### src/rtl/cpu_lsu.sv
// rtl/cpu_lsu.sv - load/store initiator driving the data-cache port
module cpu_lsu (
    input  logic        i_clk,
    input  logic        i_rst,
    input  logic        i_op_load,
    input  logic        i_op_store,
    input  logic [1:0]  i_op_size,
    input  logic        i_op_signed,
    input  logic [31:0] i_op_addr,
    input  logic [31:0] i_op_wdata,
    output logic        o_busy,
    output logic        o_done,
    output logic [31:0] o_rdata,
    output logic        o_addr_err,
    output logic        o_dc_read,
    output logic        o_dc_write,
    output logic [29:0] o_dc_addr,
    output logic [31:0] o_dc_wdata,
    output logic [3:0]  o_dc_byte_w_en,
    input  logic [31:0] i_dc_data,
    input  logic        i_mem_stall
);

    typedef enum logic {
        S_IDLE   = 1'b0,
        S_ACCESS = 1'b1
    } state_t;

    state_t      r_state;
    state_t      w_next;

    logic        r_dc_read;
    logic        r_dc_write;
    logic [29:0] r_dc_addr;
    logic [31:0] r_dc_wdata;
    logic [3:0]  r_dc_ben;
    logic [1:0]  r_size;
    logic        r_signed;
    logic [1:0]  r_lane;
    logic        r_done;
    logic        r_addr_err;
    logic [31:0] r_rdata;

    logic        w_is_byte;
    logic        w_is_half;
    logic        w_one_op;
    logic        w_aligned;
    logic        w_accept;
    logic        w_misalign;
    logic        w_complete;
    logic [3:0]  w_ben;
    logic [31:0] w_wdata;
    logic [7:0]  w_ld_byte;
    logic [15:0] w_ld_half;
    logic [31:0] w_ld_fmt;

    // Size 3 is reserved and behaves as a word access.
    assign w_is_byte  = (i_op_size == 2'd0);
    assign w_is_half  = (i_op_size == 2'd1);
    assign w_one_op   = i_op_load ^ i_op_store;
    assign w_aligned  = w_is_byte
                      | (w_is_half & ~i_op_addr[0])
                      | (i_op_size[1] & (i_op_addr[1:0] == 2'b00));
    assign w_accept   = (r_state == S_IDLE) & w_one_op & w_aligned;
    assign w_misalign = (r_state == S_IDLE) & w_one_op & ~w_aligned;
    assign w_complete = (r_state == S_ACCESS) & ~i_mem_stall;

    // Byte-lane enables and lane-replicated write data for the incoming request
    always_comb begin
        w_ben   = 4'b0000;
        w_wdata = i_op_wdata;
        if (w_is_byte) begin
            w_ben   = 4'b0001 << i_op_addr[1:0];
            w_wdata = {4{i_op_wdata[7:0]}};
        end else if (w_is_half) begin
            w_ben   = i_op_addr[1] ? 4'b1100 : 4'b0011;
            w_wdata = {2{i_op_wdata[15:0]}};
        end else begin
            w_ben   = 4'b1111;
        end
    end

    // Select the addressed lane(s) of the returned word and extend
    always_comb begin
        w_ld_byte = i_dc_data[{r_lane, 3'b000} +: 8];
        w_ld_half = r_lane[1] ? i_dc_data[31:16] : i_dc_data[15:0];
        w_ld_fmt  = i_dc_data;
        if (r_size == 2'd0) begin
            w_ld_fmt = {{24{r_signed & w_ld_byte[7]}}, w_ld_byte};
        end else if (r_size == 2'd1) begin
            w_ld_fmt = {{16{r_signed & w_ld_half[15]}}, w_ld_half};
        end
    end

    // Next-state logic: accept aligned requests, leave ACCESS on an unstalled edge
    always_comb begin
        w_next = r_state;
        case (r_state)
            S_IDLE:   if (w_accept)   w_next = S_ACCESS;
            S_ACCESS: if (w_complete) w_next = S_IDLE;
            default:  w_next = S_IDLE;
        endcase
    end

    // State register
    always_ff @(posedge i_clk or posedge i_rst) begin
        if (i_rst) r_state <= S_IDLE;
        else       r_state <= w_next;
    end

    // Data-cache request registers, held stable for the whole access
    always_ff @(posedge i_clk or posedge i_rst) begin
        if (i_rst) begin
            r_dc_read  <= 1'b0;
            r_dc_write <= 1'b0;
            r_dc_addr  <= '0;
            r_dc_wdata <= '0;
            r_dc_ben   <= 4'b0000;
            r_size     <= 2'd0;
            r_signed   <= 1'b0;
            r_lane     <= 2'd0;
        end else if (w_accept) begin
            r_dc_read  <= i_op_load;
            r_dc_write <= i_op_store;
            r_dc_addr  <= i_op_addr[31:2];
            r_dc_wdata <= w_wdata;
            r_dc_ben   <= i_op_store ? w_ben : 4'b0000;
            r_size     <= i_op_size;
            r_signed   <= i_op_signed;
            r_lane     <= i_op_addr[1:0];
        end else if (w_complete) begin
            r_dc_read  <= 1'b0;
            r_dc_write <= 1'b0;
        end
    end

    // Completion and misalignment pulses plus the load result register
    always_ff @(posedge i_clk or posedge i_rst) begin
        if (i_rst) begin
            r_done     <= 1'b0;
            r_addr_err <= 1'b0;
            r_rdata    <= '0;
        end else begin
            r_done     <= w_complete;
            r_addr_err <= w_misalign;
            if (w_complete && r_dc_read) r_rdata <= w_ld_fmt;
        end
    end

    assign o_busy         = (r_state == S_ACCESS);
    assign o_done         = r_done;
    assign o_rdata        = r_rdata;
    assign o_addr_err     = r_addr_err;
    assign o_dc_read      = r_dc_read;
    assign o_dc_write     = r_dc_write;
    assign o_dc_addr      = r_dc_addr;
    assign o_dc_wdata     = r_dc_wdata;
    assign o_dc_byte_w_en = r_dc_ben;

endmodule

### config.mk
export PLATFORM = sky130hd
export DESIGN_NAME = cpu_lsu
export DESIGN_NICKNAME = d
export VERILOG_FILES = /design/src/rtl/cpu_lsu.sv
export SDC_FILE = /design/constraint.sdc
export NUM_CORES = 1
export LEC_CHECK = 0
export ABC_AREA = 1
export BUFFER_PORTS_ARGS = -buffer_cell sky130_fd_sc_hd__buf_2
export CAP_MARGIN = 10
export CORE_AREA = 2 2 123 155
export CTS_BUF_LIST = sky130_fd_sc_hd__clkbuf_8
export DETAILED_ROUTE_END_ITERATION = 12
export DIE_AREA = 0 0 125 157
export PLACE_DENSITY_LB_ADDON = 0.08
export SETUP_SLACK_MARGIN = 0.4
export SYNTH_ARGS = -nofsm -noshare
export SYNTH_HDL_FRONTEND = slang
export SYNTH_SLANG_ARGS = --single-unit
### constraint.sdc
create_clock -name i_clk -period 10.1 [get_ports i_clk]
set_input_delay 1.515 -clock i_clk [delete_from_list [all_inputs] [get_ports i_clk]]
set_output_delay 1.515 -clock i_clk [all_outputs]
set_load 0.01 [all_outputs]
==> Yosys cells after proc, flatten, opt, wreduce, memory -nomap -nowiden <==
Index checks and enable logic that the tools add are counted.
{ "word_totals": {"ff_bits": 108, "latchBits": 0, "ram_bits": 0, "romBits": 0, "in_bits": 104, "elab_cells": 51, "memories": 0} }
{ "op_classes": {"n_addsub": 0, "multipliers": 0, "n_div": 0, "magnitude_cmp": 0, "n_eq_ne": 2, "shifts": 2, "n_mux": 15, "bitwise": 15, "reduce_logical": 5} }
{ "op_table": {"columns": ["cell", "n"], "rows": [
  ["two-way mux 32 bit", 4],
  ["indexed part select 32 x 6 -> 8 bit", 1],
  ["two-way mux 16 bit", 1],
  ["two-way mux 4 bit", 4],
  ["AND 1 bit", 8],
  ["logical NOT 2 bit", 3],
  ["two-way mux 1 bit", 5],
  ["equality test 2 x 1 -> 1 bit, second input constant", 2],
  ["NOT 1 bit", 4],
  ["left shift 1 x 2 -> 4 bit, first input constant", 1],
  ["OR 1 bit", 2],
  ["case mux 1 bit (2 select lines)", 1],
  ["nonzero test 2 bit", 1],
  ["logical AND 1 bit", 1],
  ["XOR 1 bit", 1]
]} }

==> Logic depth before layout (Yosys ltp) <==
{ "logic_depth": {"depth_word": 7, "depth_mapped": 10, "ltp_nobuf": 9} }

==> Least setup slack after synthesis <==
No wires, ideal clock.
{ "synth_path": {"path_type": "input to register", "start": "in i_op_size[1]", "end": "reg r_lane[0]", "arrival_time_ps": 2413, "required_time_ps": 9982, "setup_slack_ps": 7569, "stages": 9, "path_buffers": 3, "cell_sequence": "buf_6 > inv_6 > nand2_4 > a22oi_4 > nand2_2 > buf_6 > buf_6 > nand2_1 > o21ai_2"} }
{ "synth_via": {"elab_chain_cells": 5} }
{ "synth_rtl": {"columns": ["item", "line_no", "rtl"], "rows": [
  ["from (decl)", "7", "input logic [1:0] i_op_size,"],
  ["equality test 2 x 1 -> 1 bit", "59", "assign w_is_half = (i_op_size == 2'd1);"],
  ["AND 1 bit", "62", "| (w_is_half & ~i_op_addr[0])"],
  ["OR 1 bit", "62", null],
  ["OR 1 bit (*)", "63", "| (i_op_size[1] & (i_op_addr[1:0] == 2'b00));"],
  ["AND 1 bit (*)", "64", "assign w_accept = (r_state == S_IDLE) & w_one_op & w_aligned;"],
  ["to (signal assigned)", "130", "r_lane <= i_op_addr[1:0];"],
  ["to (decl)", "39", "logic [1:0] r_lane;"]
]} }
Every way passes the cells marked *; elsewhere a longest branch is shown, timed or not.
A chain may end at the register's enable or synchronous reset.

==> Final worst setup path <==
{ "layout_path": {"start": "in i_op_size[1]", "end": "reg r_dc_wdata[30], in the netlist o_dc_wdata[30]"} }
{ "layout_via": {"elab_chain_cells": 5} }
{ "layout_rtl": {"columns": ["item", "line_no", "rtl"], "rows": [
  ["equality test 2 x 1 -> 1 bit", "59", null],
  ["AND 1 bit", "62", null],
  ["OR 1 bit", "62", null],
  ["OR 1 bit", "63", null],
  ["AND 1 bit", "64", null],
  ["to (signal assigned)", "126", "r_dc_wdata <= w_wdata;"],
  ["to (decl)", "35", "logic [31:0] r_dc_wdata;"]
]} }
Several ways; a longest one is shown, not always the timed one.

==> summary.txt <==
Clock network
  • Clock transition at path regs: roughly 110 ps
  • Root buffer cell: clkbuf_8
  • Clock tree from TritonCTS: yes
  • Maximum clock path buffer count: 2
  • CTS buffer count: 9
  • Number of buffers added to fix hold violations after cts: 0
  • Number of cells upsized or downsized after cts: 0
  • Number of clock sinks: about 110
  • Post-CTS Setup Bufs: 0
  • Number of H-tree levels: 3
  • Latest clock arrival within the worst-skew pair: ~390 ps

Pwr
  • Power per Cell Area: about 220 nW/um^2
  • Static Leakage: 4.00 nW
  • Switching power: just under 0.0006 W
  • Sum of internal, switching and leakage power: 0.00149 W
  • Proportion of power drawn by the clock network: between 15 and 20%
  • Fraction of power spent switching nets: between 30% and 40%
  • Proportion of power drawn by combinational gates: between 30 and 40%
  • Internal power component: slightly above 0.0009 W
  • Highest ir drop seen on vdd: around 0.000078 V
  • Share of power burned in registers: between 40% and 50%

Flow run
  • Maximum Capacitance Violations: 0

Hold path
  • Class of the worst hold path: reg2reg
  • Depth of the worst hold-timing path: 2

Run status
  • Outcome: finished clean

GRT
  • Wire length of the first global-routing pass: around 26 mm
  • Vias in the first global route: between 4000 and 5000
  • Largest net degree at the start of global routing: between 70 and 80
  • Global router's overall resource usage: between 15 and 20%
  • Remaining global-route overflow: 0
  • Antenna violations before repair: 2

Worst setup path
  • CP max FO: 75
  • Startpoint Class: primary input
  • WP data required: 10420 ps
  • Data arrival, critical path: 3670 ps
  • Worst Reg2Reg Path Length in Cells: 6
  • Crit path capture type: register
  • Classification of the worst setup path: in2reg

Final layout
  • Final instance count without filler cells: between 1000 and 1500
  • Final standard cell utilization of the core: roughly 37%
  • Number of fillers in the final layout: a little over 2000
  • Most frequent cells in the layout: nand2_1 (365), buf_2 (206), dfrtp_1 (108)
  • Fraction of layout instances using a drive strength above 1: a little over a quarter
  • Layout overhead on the synthesized area: 24.5%
  • Diode insertion count for antenna repair: 0
  • Number of nets in the layout: between 1000 and 1500
  • Most common library cell in the layout ignoring fill and taps: nand2_1

Place
  • Sum of net half-perimeters after detailed placement: 11.7 mm
  • Post-Place Cells: approximately 1100
  • IO Port Bufs: between 200 and 250
  • Final estimated routing congestion in global placement: just over 0.8

Detailed routing
  • Routed len/inst: ~14 um
  • First drt pass iteration count: 4
  • Post-route ant nets: 0
  • Detailed-route via count: 5064
  • Via density per instance: approximately 4.4
  • Detailed router's first-iteration violation count: between 200 and 250
  • Number of remaining DRC errors: 0
  • Final routed wirelength across all metal layers: between 15 and 20 mm

STA
  • Unrepaired setup endpoints after global routing: false
  • # setup viols final: 0
  • Period utilization: ~33%
  • Slew of the pin with the lowest slew margin: 915 ps
  • Clock period minus final worst setup slack: around 3400 ps
  • FMAX: a little under 300 MHz
  • Final Max Slew Viols: 0
  • Post-Route Setup TNS: 0 ps
  • Clock tree skew after final layout: between 9 and 10 ps
  • Number of hold-slack violations in the final timing report: 0
  • Headroom to the max-slew limit: between 30% and 40%

Floorplan
  • Floorplan die area: 19600 um^2
  • Number of placed I/O pins: 207
  • Standard-cell row count: 55
  • Die height: around 160 um
  • Die width: between 100 and 150 um
  • Standard cell core area: about 18000 um^2
  • Effective utilization at floorplan: between 20 and 30%

Logic synthesis
  • Yosys warning count: 0
  • Number of storage elements in the synthesis netlist: between 100 and 150
  • Net count after synthesis: ~830
  • Avg Cell Area, Syn: ~7.4 um^2
  • Combined area of all synthesized cells: 5370 um^2
  • Distinct cell type count of the synthesized netlist: 25
  • Instance count of the mapped netlist: between 700 and 800
  • Sequential area share after synthesis: between 50% and 60%
[kinds of logic after synthesis]
logic type      count (synthesis)  synth area share, %
simple gates                  439                 32.2
flops                         108                 50.3
buf+inv                       102                 9.11
compound gates                 81                 8.38
[layer usage]
metal | GRT usage [%] | vias up | part of all wire [%] | routed length, um
met2 | 28.4 | 139 | 50 | 8060
met1 | 19.9 | 2304 | 42 | 6880
met5 | 0 | - | 0.080 | 13
met4 | 5.56 | 4 | 1.7 | 279
li1 | - | 2598 | - | -
met3 | 3.94 | 19 | 6.5 | 1050
[critical path, stage by stage]
cell     delay, ps
buf_2          440
inv_6           80
nand2_4        210
a22oi_4         90
nand2_4        380
buf_4          660
nand2_1        120
o21ai_1        100
[synth_stat cells, drive strengths merged]
library cell | number | area, um^2
a21boi | 1 | 7.51
a21oi | 23 | 115
a22oi | 1 | 21.3
buf | 27 | 203
clkbuf | 11 | 41.3
dfrtp | 108 | 2700
inv | 64 | 245
nand2 | 367 | 1390
nand3 | 36 | 185
nand4 | 1 | 12.5
nor2 | 32 | 128
nor3 | 1 | 5.00
nor4 | 1 | 6.26
o21ai | 56 | 307
or2 | 1 | 6.26
[sequential cells by signal, indices dropped and copies added, names as in the netlist]
name,cells
r_lane,2
o_addr_err,1
o_done,1
o_dc_byte_w_en,4
r_signed,1
o_dc_addr,30
o_dc_wdata,32
o_rdata,32
o_busy,1
r_size,2
o_dc_read,1
o_dc_write,1
[final timing paths]
path,to,slack (ps),start
worst max-delay path,o_dc_wdata[30]$_DFFE_PP0P_,6740,i_op_size[1]
max in group asynchronous,o_dc_wdata[25]$_DFFE_PP0P_,7650,i_rst
worst min register to register,o_rdata[26]$_DFFE_PP0P_,480,o_rdata[26]$_DFFE_PP0P_
worst min-delay path,o_rdata[26]$_DFFE_PP0P_,480,o_rdata[26]$_DFFE_PP0P_
min in group asynchronous,o_dc_addr[4]$_DFFE_PP0P_,1140,i_rst
worst max register to register,o_rdata[31]$_DFFE_PP0P_,7700,r_lane[0]$_DFFE_PP0P_
[stage by stage]
stage / area, um^2 / hold WS [ps] / setup WS, ps
2_1_floorplan: 5370 / 501 / 5740
3_3_place_gp: 6470 / 458 / 6340
3_5_place_dp: 6470 / 459 / 6290
4_1_cts: 6690 / 489 / 6710
5_1_grt: 6690 / 506 / 6450
6_report: 6690 / 481 / 6740
[power by group through the flow]
stage,sequential [W],clock (W),combinational (W)
2_1_floorplan,0.000718,0,0.000273
3_3_place_gp,0.000679,0,0.000543
3_5_place_dp,0.000673,0,0.000549
4_1_cts,0.000667,0.000301,0.000549
5_1_grt,0.000685,0.000317,0.000609
6_report,0.000664,0.000287,0.000535
[layout make-up]
cell class | count | area (um^2) | share of cell area, %
inverters | 64 | 248 | 3.71
clock inverters | 7 | 87.6 | 1.31
repair buffers | 209 | 1050 | 15.8
flip-flops and latches | 108 | 2700 | 40.4
clock buffers | 9 | 124 | 1.85
multi-input cells | 520 | 2190 | 32.7
well taps | 228 | 285 | 4.27
No activity file was read; power rests on OpenSTA's default activity.
